## src/rtl/pipe_reg_chain_if.sv

```systemverilog
// Producer/consumer handshake bundle for pipe_reg_chain.
//   in_valid, in_data  : producer entry offered to latch 0
//   in_ready           : latch 0 accepts this cycle
//   out_valid, out_data: contents of the last latch
// master = producer/consumer side, slave = the latch chain.
interface pipe_reg_chain_if #(
  parameter int unsigned DATA_W = 32
);
  logic              in_valid;
  logic [DATA_W-1:0] in_data;
  logic              in_ready;
  logic              out_valid;
  logic [DATA_W-1:0] out_data;

  modport master (
    output in_valid,
    output in_data,
    input  in_ready,
    input  out_valid,
    input  out_data
  );

  modport slave (
    input  in_valid,
    input  in_data,
    output in_ready,
    output out_valid,
    output out_data
  );
endinterface

```

## src/rtl/pipe_reg_chain.sv

```systemverilog
// Parametrised chain of pipeline latches (valid + payload per latch) with
// per-latch stall/flush, automatic upstream hold and downstream bubble
// insertion, and saturating stall/flush/bubble debug counters.
// Ports:
//   clk         : clock, all state on rising edge
//   CLR         : asynchronous active-high reset
//   bus         : handshake bundle (in_valid/in_data/in_ready/out_valid/out_data)
//   stall       : stall[k] requests latch k to hold
//   flush       : flush[k] clears latch k to a bubble
//   cnt_clr     : synchronous clear of all counters
//   stage_valid : valid bit of each latch
//   stage_data  : payload of each latch, latch k at [k*DATA_W +: DATA_W]
//   stall_cnt   : cycles with any stall bit set
//   flush_cnt   : cycles in which a valid entry was flushed
//   bubble_cnt  : cycles in which stall propagation inserted a bubble
module pipe_reg_chain #(
  parameter int unsigned       DATA_W     = 32,
  parameter int unsigned       STAGES     = 4,
  parameter int unsigned       CNT_W      = 16,
  parameter logic [DATA_W-1:0] BUBBLE_VAL = '0
) (
  input  logic                       clk,
  input  logic                       CLR,
  pipe_reg_chain_if.slave            bus,
  input  logic [STAGES-1:0]          stall,
  input  logic [STAGES-1:0]          flush,
  input  logic                       cnt_clr,
  output logic [STAGES-1:0]          stage_valid,
  output logic [STAGES*DATA_W-1:0]   stage_data,
  output logic [CNT_W-1:0]           stall_cnt,
  output logic [CNT_W-1:0]           flush_cnt,
  output logic [CNT_W-1:0]           bubble_cnt
);

  logic [STAGES-1:0]             hold;
  logic [STAGES-1:0]             hold_up;   // hold of the upstream neighbour
  logic [STAGES-1:0]             up_valid;
  logic [STAGES-1:0][DATA_W-1:0] up_data;
  logic [STAGES-1:0]             valid_q, valid_d;
  logic [STAGES-1:0][DATA_W-1:0] data_q, data_d;
  logic                          bubble_any;
  logic                          flush_hit;
  logic                          stall_any;

  // A stall at latch k freezes every latch from 0 up to k.
  always_comb begin
    hold = '0;
    hold[STAGES-1] = stall[STAGES-1];
    for (int k = int'(STAGES) - 2; k >= 0; k--) begin
      hold[k] = stall[k] | hold[k+1];
    end
  end

  // Upstream source of each latch: the producer for latch 0, else latch k-1.
  always_comb begin
    hold_up     = '0;
    up_valid    = '0;
    up_data     = '0;
    up_valid[0] = bus.in_valid;
    up_data[0]  = bus.in_data;
    for (int k = 1; k < int'(STAGES); k++) begin
      hold_up[k]  = hold[k-1];
      up_valid[k] = valid_q[k-1];
      up_data[k]  = data_q[k-1];
    end
  end

  // Per-latch next state: flush > hold > bubble > load from upstream.
  always_comb begin
    valid_d    = valid_q;
    data_d     = data_q;
    bubble_any = 1'b0;
    for (int k = 0; k < int'(STAGES); k++) begin
      if (flush[k]) begin
        valid_d[k] = 1'b0;
        data_d[k]  = BUBBLE_VAL;
      end else if (hold[k]) begin
        valid_d[k] = valid_q[k];
        data_d[k]  = data_q[k];
      end else if (hold_up[k]) begin
        valid_d[k] = 1'b0;
        data_d[k]  = BUBBLE_VAL;
        bubble_any = 1'b1;
      end else begin
        valid_d[k] = up_valid[k];
        data_d[k]  = up_data[k];
      end
    end
  end

  assign flush_hit = |(flush & valid_q);
  assign stall_any = |stall;

  // Saturating increment with clear priority.
  function automatic logic [CNT_W-1:0] cnt_next(input logic [CNT_W-1:0] cnt,
                                                input logic             inc,
                                                input logic             clr);
    if (clr)                    return '0;
    else if (inc && cnt != '1)  return cnt + CNT_W'(1);
    else                        return cnt;
  endfunction

  // Latch chain state.
  always_ff @(posedge clk or posedge CLR) begin
    if (CLR) begin
      valid_q <= '0;
      data_q  <= {STAGES{BUBBLE_VAL}};
    end else begin
      valid_q <= valid_d;
      data_q  <= data_d;
    end
  end

  // Debug counters.
  always_ff @(posedge clk or posedge CLR) begin
    if (CLR) begin
      stall_cnt  <= '0;
      flush_cnt  <= '0;
      bubble_cnt <= '0;
    end else begin
      stall_cnt  <= cnt_next(stall_cnt,  stall_any,  cnt_clr);
      flush_cnt  <= cnt_next(flush_cnt,  flush_hit,  cnt_clr);
      bubble_cnt <= cnt_next(bubble_cnt, bubble_any, cnt_clr);
    end
  end

  // in_ready depends on stall only; all other outputs come straight from flops.
  assign bus.in_ready  = ~hold[0];
  assign bus.out_valid = valid_q[STAGES-1];
  assign bus.out_data  = data_q[STAGES-1];
  assign stage_valid   = valid_q;
  assign stage_data    = data_q;

endmodule
```

## src/flat_wrapper.sv

```systemverilog
// flat-port wrapper written by rule: the top's interface ports become plain ports
module pipe_reg_chain_flat 
#(
  parameter int unsigned       DATA_W     = 32,
  parameter int unsigned       STAGES     = 4,
  parameter int unsigned       CNT_W      = 16,
  parameter logic [DATA_W-1:0] BUBBLE_VAL = '0
)
  (clk, CLR, stall, flush, cnt_clr, stage_valid, stage_data, stall_cnt, flush_cnt, bubble_cnt, bus_in_valid, bus_in_data, bus_in_ready, bus_out_valid, bus_out_data);
  pipe_reg_chain_if #(.DATA_W(DATA_W)) bus_i ();
  input  logic clk;
  input  logic CLR;
  input  logic [STAGES-1:0] stall;
  input  logic [STAGES-1:0] flush;
  input  logic cnt_clr;
  output logic [STAGES-1:0] stage_valid;
  output logic [STAGES*DATA_W-1:0] stage_data;
  output logic [CNT_W-1:0] stall_cnt;
  output logic [CNT_W-1:0] flush_cnt;
  output logic [CNT_W-1:0] bubble_cnt;
  input wire logic [$bits(bus_i.in_valid)-1:0] bus_in_valid;
  input wire logic [$bits(bus_i.in_data)-1:0] bus_in_data;
  output wire logic [$bits(bus_i.in_ready)-1:0] bus_in_ready;
  output wire logic [$bits(bus_i.out_valid)-1:0] bus_out_valid;
  output wire logic [$bits(bus_i.out_data)-1:0] bus_out_data;
  assign bus_i.in_valid = bus_in_valid;
  assign bus_i.in_data = bus_in_data;
  assign bus_in_ready = bus_i.in_ready;
  assign bus_out_valid = bus_i.out_valid;
  assign bus_out_data = bus_i.out_data;
  pipe_reg_chain #(.DATA_W(DATA_W), .STAGES(STAGES), .CNT_W(CNT_W), .BUBBLE_VAL(BUBBLE_VAL)) u_core (.clk(clk), .CLR(CLR), .bus(bus_i), .stall(stall), .flush(flush), .cnt_clr(cnt_clr), .stage_valid(stage_valid), .stage_data(stage_data), .stall_cnt(stall_cnt), .flush_cnt(flush_cnt), .bubble_cnt(bubble_cnt));
endmodule
```

## config.mk

```make
export PLATFORM = sky130hd
export DESIGN_NAME = pipe_reg_chain_flat
export DESIGN_NICKNAME = d
export VERILOG_FILES = /design/src/rtl/pipe_reg_chain_if.sv /design/src/rtl/pipe_reg_chain.sv /design/src/flat_wrapper.sv
export SDC_FILE = /design/constraint.sdc
export NUM_CORES = 1
export LEC_CHECK = 0
export ABC_AREA = 1
export CAP_MARGIN = 20
export CELL_PAD_IN_SITES_DETAIL_PLACEMENT = 1
export CELL_PAD_IN_SITES_GLOBAL_PLACEMENT = 1
export CORE_MARGIN = 8
export CORE_UTILIZATION = 38
export CTS_CLUSTER_SIZE = 8
export DETAILED_ROUTE_END_ITERATION = 8
export PLACE_DENSITY_LB_ADDON = 0.1
export SLEW_MARGIN = 15
export SYNTH_ARGS = -nofsm -noshare
export SYNTH_HDL_FRONTEND = slang
export SYNTH_SLANG_ARGS = --single-unit
```

## constraint.sdc

```tcl
create_clock -name clk -period 14.38 [get_ports clk]
set_input_delay 2.876 -clock clk [delete_from_list [all_inputs] [get_ports clk]]
set_output_delay 2.876 -clock clk [all_outputs]
set_load 0.03 [all_outputs]
```

==> reports/metrics.cfg, run 1 <==
[synthesis]
synth_top_area_cell = dfrtp_1
yosysMostFrequentCell = dfrtp_1
synth_cells = 993
synth_area_leaders = dfrtp_1, nand2_1, nand3_1
synth_nets = 1040
synth_top_cell_area_share = 0.500
synthTopCellsByCount = dfrtp_1, nand2_1, inv_1
synth_edf_count = 0
synthFlopType = dfrtp_1
ys_ff_latch = 180
syn-mean-instance-area_um2 = 9.07
syn_area_um2 = 9010
synth_warnings = 0
async_flop_share = 1.00
synth-seq-area-share = 0.500
synthDistinctLibCells = 34

[setup_path]
worst-endpoint-arrival_ns = 5.19
crit_fanout = 37
rrSetupSlack_ns = 12.14
critical_path_class = in2out
required_ns = 11.50
worstSetupEndpointType = primary output
cp-start-kind = primary input

[cts]
hold_buffers = 0
cts_max_level = 4
cts.path.max_buffers = 2
numCtsBuffers = 17
clk_pin_slew_worst_paths_ns = 0.07
cts_tree = done
clock_latency_ns = 0.44
cts_post_setup_buffers_inserted = 0
cts_resized = 0
cts.sinks = 180
clockRootBuffer = clkbuf_16

[timing]
rsz0062_at_grt = no
fin_crit_ns = 8.06
drv_slew = 0
tns_ns = 0
tightest_slew_ns = 1.01
fin_crit_sh = 0.561
setup_viol = 0
slew_headroom = 0.322
finClkSkew_ns = 0.0153
finalHoldViolations = 0
fmax_ghz = 0.124

[grt]
antenna_found_initial = 1
grt_usage = 0.212
grt_pass1_wl_um = 48200
overflow = 0
grt_pass1_vias = 8484
grt_max_degree = 102

[power]
seq_power_share = 0.477
p_int_w = 0.000786
clockPowerShare = 0.439
power.density_nw_per_um2 = 88.9
p_switching_w = 0.000295
max-vdd-ir-drop_uv = 70.4
comb_power_share = 0.084
p_leak_nw = 4.91
switching_share = 0.273

[place]
globalplace.congestion = 0.805
dp_hpwl_um = 21700
dp.cells = 1487
port-buffer-count = 257

[drt]
totalWireLength_um = 30500
drtIter0Drc = 434
first_pass_iters = 4
ant_nets = 0
drc = 0
drt-vias-per-instance = 5.20
vias = 7913
avgRoutedWirePerCell_um = 20.0

[die]
fp.dieH_um = 170
initial_utilization = 0.385
rows = 56
pin_count = 258
coreArea_um2 = 23400
fp.dieArea_um2 = 28900
die_x_um = 170

[finish]
area_growth_pct = 35.1
fill_cells = 2723
antenna_cells = 0
final_nets = 1237
drive_above_1_share = 0.0849
final_cells = 1521

[flow_run]
maxCapViolations = 0

[min_path]
hold_class = reg2reg

[run_status]
status = finished, final reports clean

-- stage by stage --
stage	util	hold slack [ns]	instance area, um^2	total power (W)	worst slack (ns)
after floorplan	-	0.678	9010	0.000579	6.62
after global placement	0.491	0.526	11500	0.000614	6.31
after detailed placement	0.492	0.529	11500	0.000616	6.28
after CTS	0.517	0.552	12100	0.00109	6.28
after global routing	0.520	0.573	12200	0.00112	6.19
final	0.520	0.546	12200	0.00108	6.32
-- placed cells by master, fill, tap and decap left out, drive strengths merged --
cell | synthesis | layout
nand3 | 116 | 116
o32ai | 66 | 66
inv | 141 | 149
and2 | 2 | 2
nand4 | 36 | 36
nand2 | 178 | 178
or2 | 3 | 3
o21bai | 6 | 6
nand3b | 3 | 3
o31ai | 33 | 33
clkbuf | 26 | 17
o21ai | 49 | 49
xnor2 | 3 | 3
clkdlybuf4s50 | 0 | 253
buf | 62 | 13
nor3 | 1 | 1
bufinv | 0 | 1
nor2 | 72 | 72
clkinv | 1 | 5
ha | 3 | 3
xor2 | 12 | 12
dfrtp | 180 | 180
clkinvlp | 0 | 1
-- path summary, 6_finish.rpt --
| check | cells past startpoint | start | endpoint |
|---|---|---|---|
| max in group asynchronous | 4 | CLR | u_core.stage_data[19] |
| worst max-delay path | 5 | stall[2] | bus_in_ready |
| worst max register to register | 10 | u_core.bubble_cnt[0] | u_core.bubble_cnt[1] |
| worst min-delay path | 2 | u_core.bus.out_data[5] | u_core.bus.out_data[5] |
| worst min register to register | 2 | u_core.bus.out_data[5] | u_core.bus.out_data[5] |
| min in group asynchronous | 2 | CLR | u_core.flush_cnt[6] |
-- state kept, by name (all words and copies together), names as in the netlist --
| signal | cells |
|---|---|
| u_core.stall_cnt | 16 |
| u_core.bus.out_data | 32 |
| u_core.flush_cnt | 16 |
| u_core.stage_valid | 4 |
| u_core.stage_data | 96 |
| u_core.bubble_cnt | 16 |
-- worst max-delay path: stages --
cell and delay, ns:
clkdlybuf4s50_1 0.46, nor2_4 0.15, nand2_4 0.28, nor2_8 0.60
clkdlybuf4s50_1 0.80
-- metal layers --
layer,GRT usage,vias to the layer above,part of all wire
met3,0.0732,34,0.086
li1,-,3701,-
met1,0.260,3956,0.41
met4,0.0614,2,0.020
met5,0,-,0.00046
met2,0.349,220,0.48
-- area by class of cell --
class / instances / area [um^2] / share of cell area
Tap cell: 319 / 399 / 0.0328
Timing Repair Buffer: 266 / 2690 / 0.221
Clock inverter: 14 / 160 / 0.0132
Inverter: 142 / 543 / 0.0446
Multi-Input combinational cell: 583 / 3440 / 0.283
Sequential cell: 180 / 4500 / 0.370
Clock buffer: 17 / 425 / 0.0350
-- cells by family (layout without fill, tap and decap cells) --
logic type               count (synthesis)  count (layout)  synth area share
adder cells (fa/ha/maj)                  3               3           0.00417
XOR/XNOR                                15              15            0.0146
AO/OA/AOI/OAI                          154             154             0.149
AND/OR/NAND/NOR                        411             411             0.214
flip-flops                             180             180             0.500
buffers and inverters                  230             439             0.118
-- power by group through the flow --
| stage | Combinational, W | Clock [W] | Sequential, W |
|---|---|---|---|
| after floorplan | 0.0000455 | 0 | 0.000533 |
| after global placement | 0.0000888 | 0 | 0.000525 |
| after detailed placement | 0.0000903 | 0 | 0.000525 |
| after CTS | 0.0000908 | 0.000483 | 0.000515 |
| after global routing | 0.000100 | 0.000502 | 0.000516 |
| final | 0.0000912 | 0.000475 | 0.000515 |
Power figures use the tool's default switching activity.
==> inputs of run 2 (changes only) <==
- CORE_UTILIZATION: 38 -> 36
- clock period: 14.38 -> 8.1 ns (I/O delays scaled with it)
==> run 2 against run 1 <==
  * Largest power group unchanged
  * Cell count is 0.66% higher
  * Highest routed layer is now met4
  * Worst hold slack improved by 0.0095 ns
  * Count of clock-buffer cells in the layout increased by 1
==> reports/metrics.cfg, run 2 (synthesis gave the netlist of run 1 again) <==
[grt]
overflow = 0
antenna_found_initial = 0
grt_pass1_wl_um = 49100
grt_pass1_vias = 8447
grt_max_degree = 120
grt_usage = 0.203

[finish]
mostFrequentLayoutCell = clkdlybuf4s50_1
layout_common_cells = clkdlybuf4s50_1, dfrtp_1, nand2_1, inv_1, nand3_1
finish.instance_area_um2 = 12100
drive_above_1_share = 0.0833
utilization = 0.488
area_growth_pct = 34.7
antenna_cells = 0
final_nets = 1235
largest_reg_flops = 96

[min_path]
whs_path_depth = 2
hold_class = reg2reg

[power]
max-vdd-ir-drop_uv = 114
p_int_w = 0.00136
clockPowerShare = 0.433
finalPower_w = 0.00190
switching_share = 0.280
p_leak_nw = 4.89
power.density_nw_per_um2 = 156
comb_power_share = 0.085
seq_power_share = 0.482
p_switching_w = 0.000531

[setup_path]
worst-endpoint-arrival_ns = 3.96
cp-start-kind = primary input
worstSetupEndpointType = primary output
required_ns = 6.48
r2r_cells = 10
crit_fanout = 37
critical_path_class = in2out

[timing]
finClkSkew_ns = 0.0149
slew_headroom = 0.291
drv_slew = 0
fin_crit_sh = 0.689
rsz0062_at_grt = no
tns_ns = 0
fmax_ghz = 0.179
fin_crit_ns = 5.58
setup_viol = 0
finalHoldViolations = 0
tightest_slew_ns = 1.06

[drt]
drc = 0
avgRoutedWirePerCell_um = 20.1
vias = 7838
ant_nets = 0
totalWireLength_um = 30700
drt-vias-per-instance = 5.12
first_pass_iters = 5
drtIter0Drc = 490

[cts]
cts.sinks = 180
hold_buffers = 0
cts.path.max_buffers = 2
clockRootBuffer = clkbuf_16
cts_max_level = 4
cts_resized = 0
cts_post_setup_buffers_inserted = 0
cts_tree = done
numCtsBuffers = 17
clk_pin_slew_worst_paths_ns = 0.06
clock_latency_ns = 0.43

[place]
dpl_cell_area_um2 = 11500
port-buffer-count = 257
globalplace.congestion = 0.774
dp_hpwl_um = 21800

[die]
coreArea_um2 = 24900
fp.dieH_um = 174
rows = 58
fp.dieArea_um2 = 30300
initial_utilization = 0.362
pin_count = 258
die_x_um = 174

[flow_run]
maxCapViolations = 0

[run_status]
status = finished, final reports clean

==> run 2: cell count changes in the layout (fill, tap and decap cells not counted) <==
| cell | change |
|---|---|
| buf_12 | -1 |
| buf_4 | -1 |
| bufinv_16 | -1 |
| clkbuf_1 | +1 |
| clkinv_4 | +1 |
| clkinvlp_4 | +1 |
| inv_6 | -1 |
==> run 2: critical path, stage by stage <==
cell and delay [ns]:
clkdlybuf4s50_1 0.46, nor2_4 0.16, nand2_4 0.30, nor2_8 0.59, clkdlybuf4s50_1 0.79
==> run 2: final timing paths <==
| check | end | from | slack (ns) |
|---|---|---|---|
| worst min register to register | u_core.bus.out_data[17] | u_core.bus.out_data[17] | 0.56 |
| worst max-delay path | bus_in_ready | stall[2] | 2.52 |
| min in group asynchronous | u_core.flush_cnt[5] | CLR | 1.76 |
| worst min-delay path | u_core.bus.out_data[17] | u_core.bus.out_data[17] | 0.56 |
| max in group asynchronous | u_core.flush_cnt[0] | CLR | 4.93 |
| worst max register to register | u_core.bubble_cnt[10] | u_core.bubble_cnt[0] | 5.90 |
==> run 2: layout make-up <==
cell class | count | area, um^2
Fill cell | 2858 | 12800
Clock inverter | 14 | 138
Inverter | 142 | 543
Clock buffer | 18 | 429
Timing Repair Buffer | 264 | 2670
Multi-Input combinational cell | 583 | 3440
Sequential cell | 180 | 4500
Tap cell | 330 | 413
==> run 2: layer usage <==
layer | vias up | GRT usage | part of all wire | wire length [um]
li1 | 3710 | - | - | -
met1 | 3926 | 0.247 | 0.43 | 13200
met2 | 183 | 0.339 | 0.49 | 14900
met3 | 19 | 0.0694 | 0.073 | 2250
met4 | 0 | 0.0485 | 0.010 | 312
met5 | - | 0 | 0 | 0
==> run 2: stage by stage <==
stage / std cells / setup WS [ns] / hold WS, ns
2_1_floorplan: 993 / 1.59 / 0.678
3_3_place_gp: 1496 / 2.53 / 0.528
3_5_place_dp: 1498 / 2.50 / 0.538
4_1_cts: 1530 / 2.50 / 0.558
5_1_grt: 1531 / 2.41 / 0.586
6_report: 1531 / 2.52 / 0.556
==> run 2: power groups by stage <==
stage	clock, W	combinational, W	sequential (W)
detailed placement	0	0.000163	0.000932
global placement	0	0.000158	0.000932
floorplan	0	0.0000808	0.000946
CTS	0.000845	0.000164	0.000915
global route	0.000876	0.000176	0.000916
finish	0.000820	0.000161	0.000915
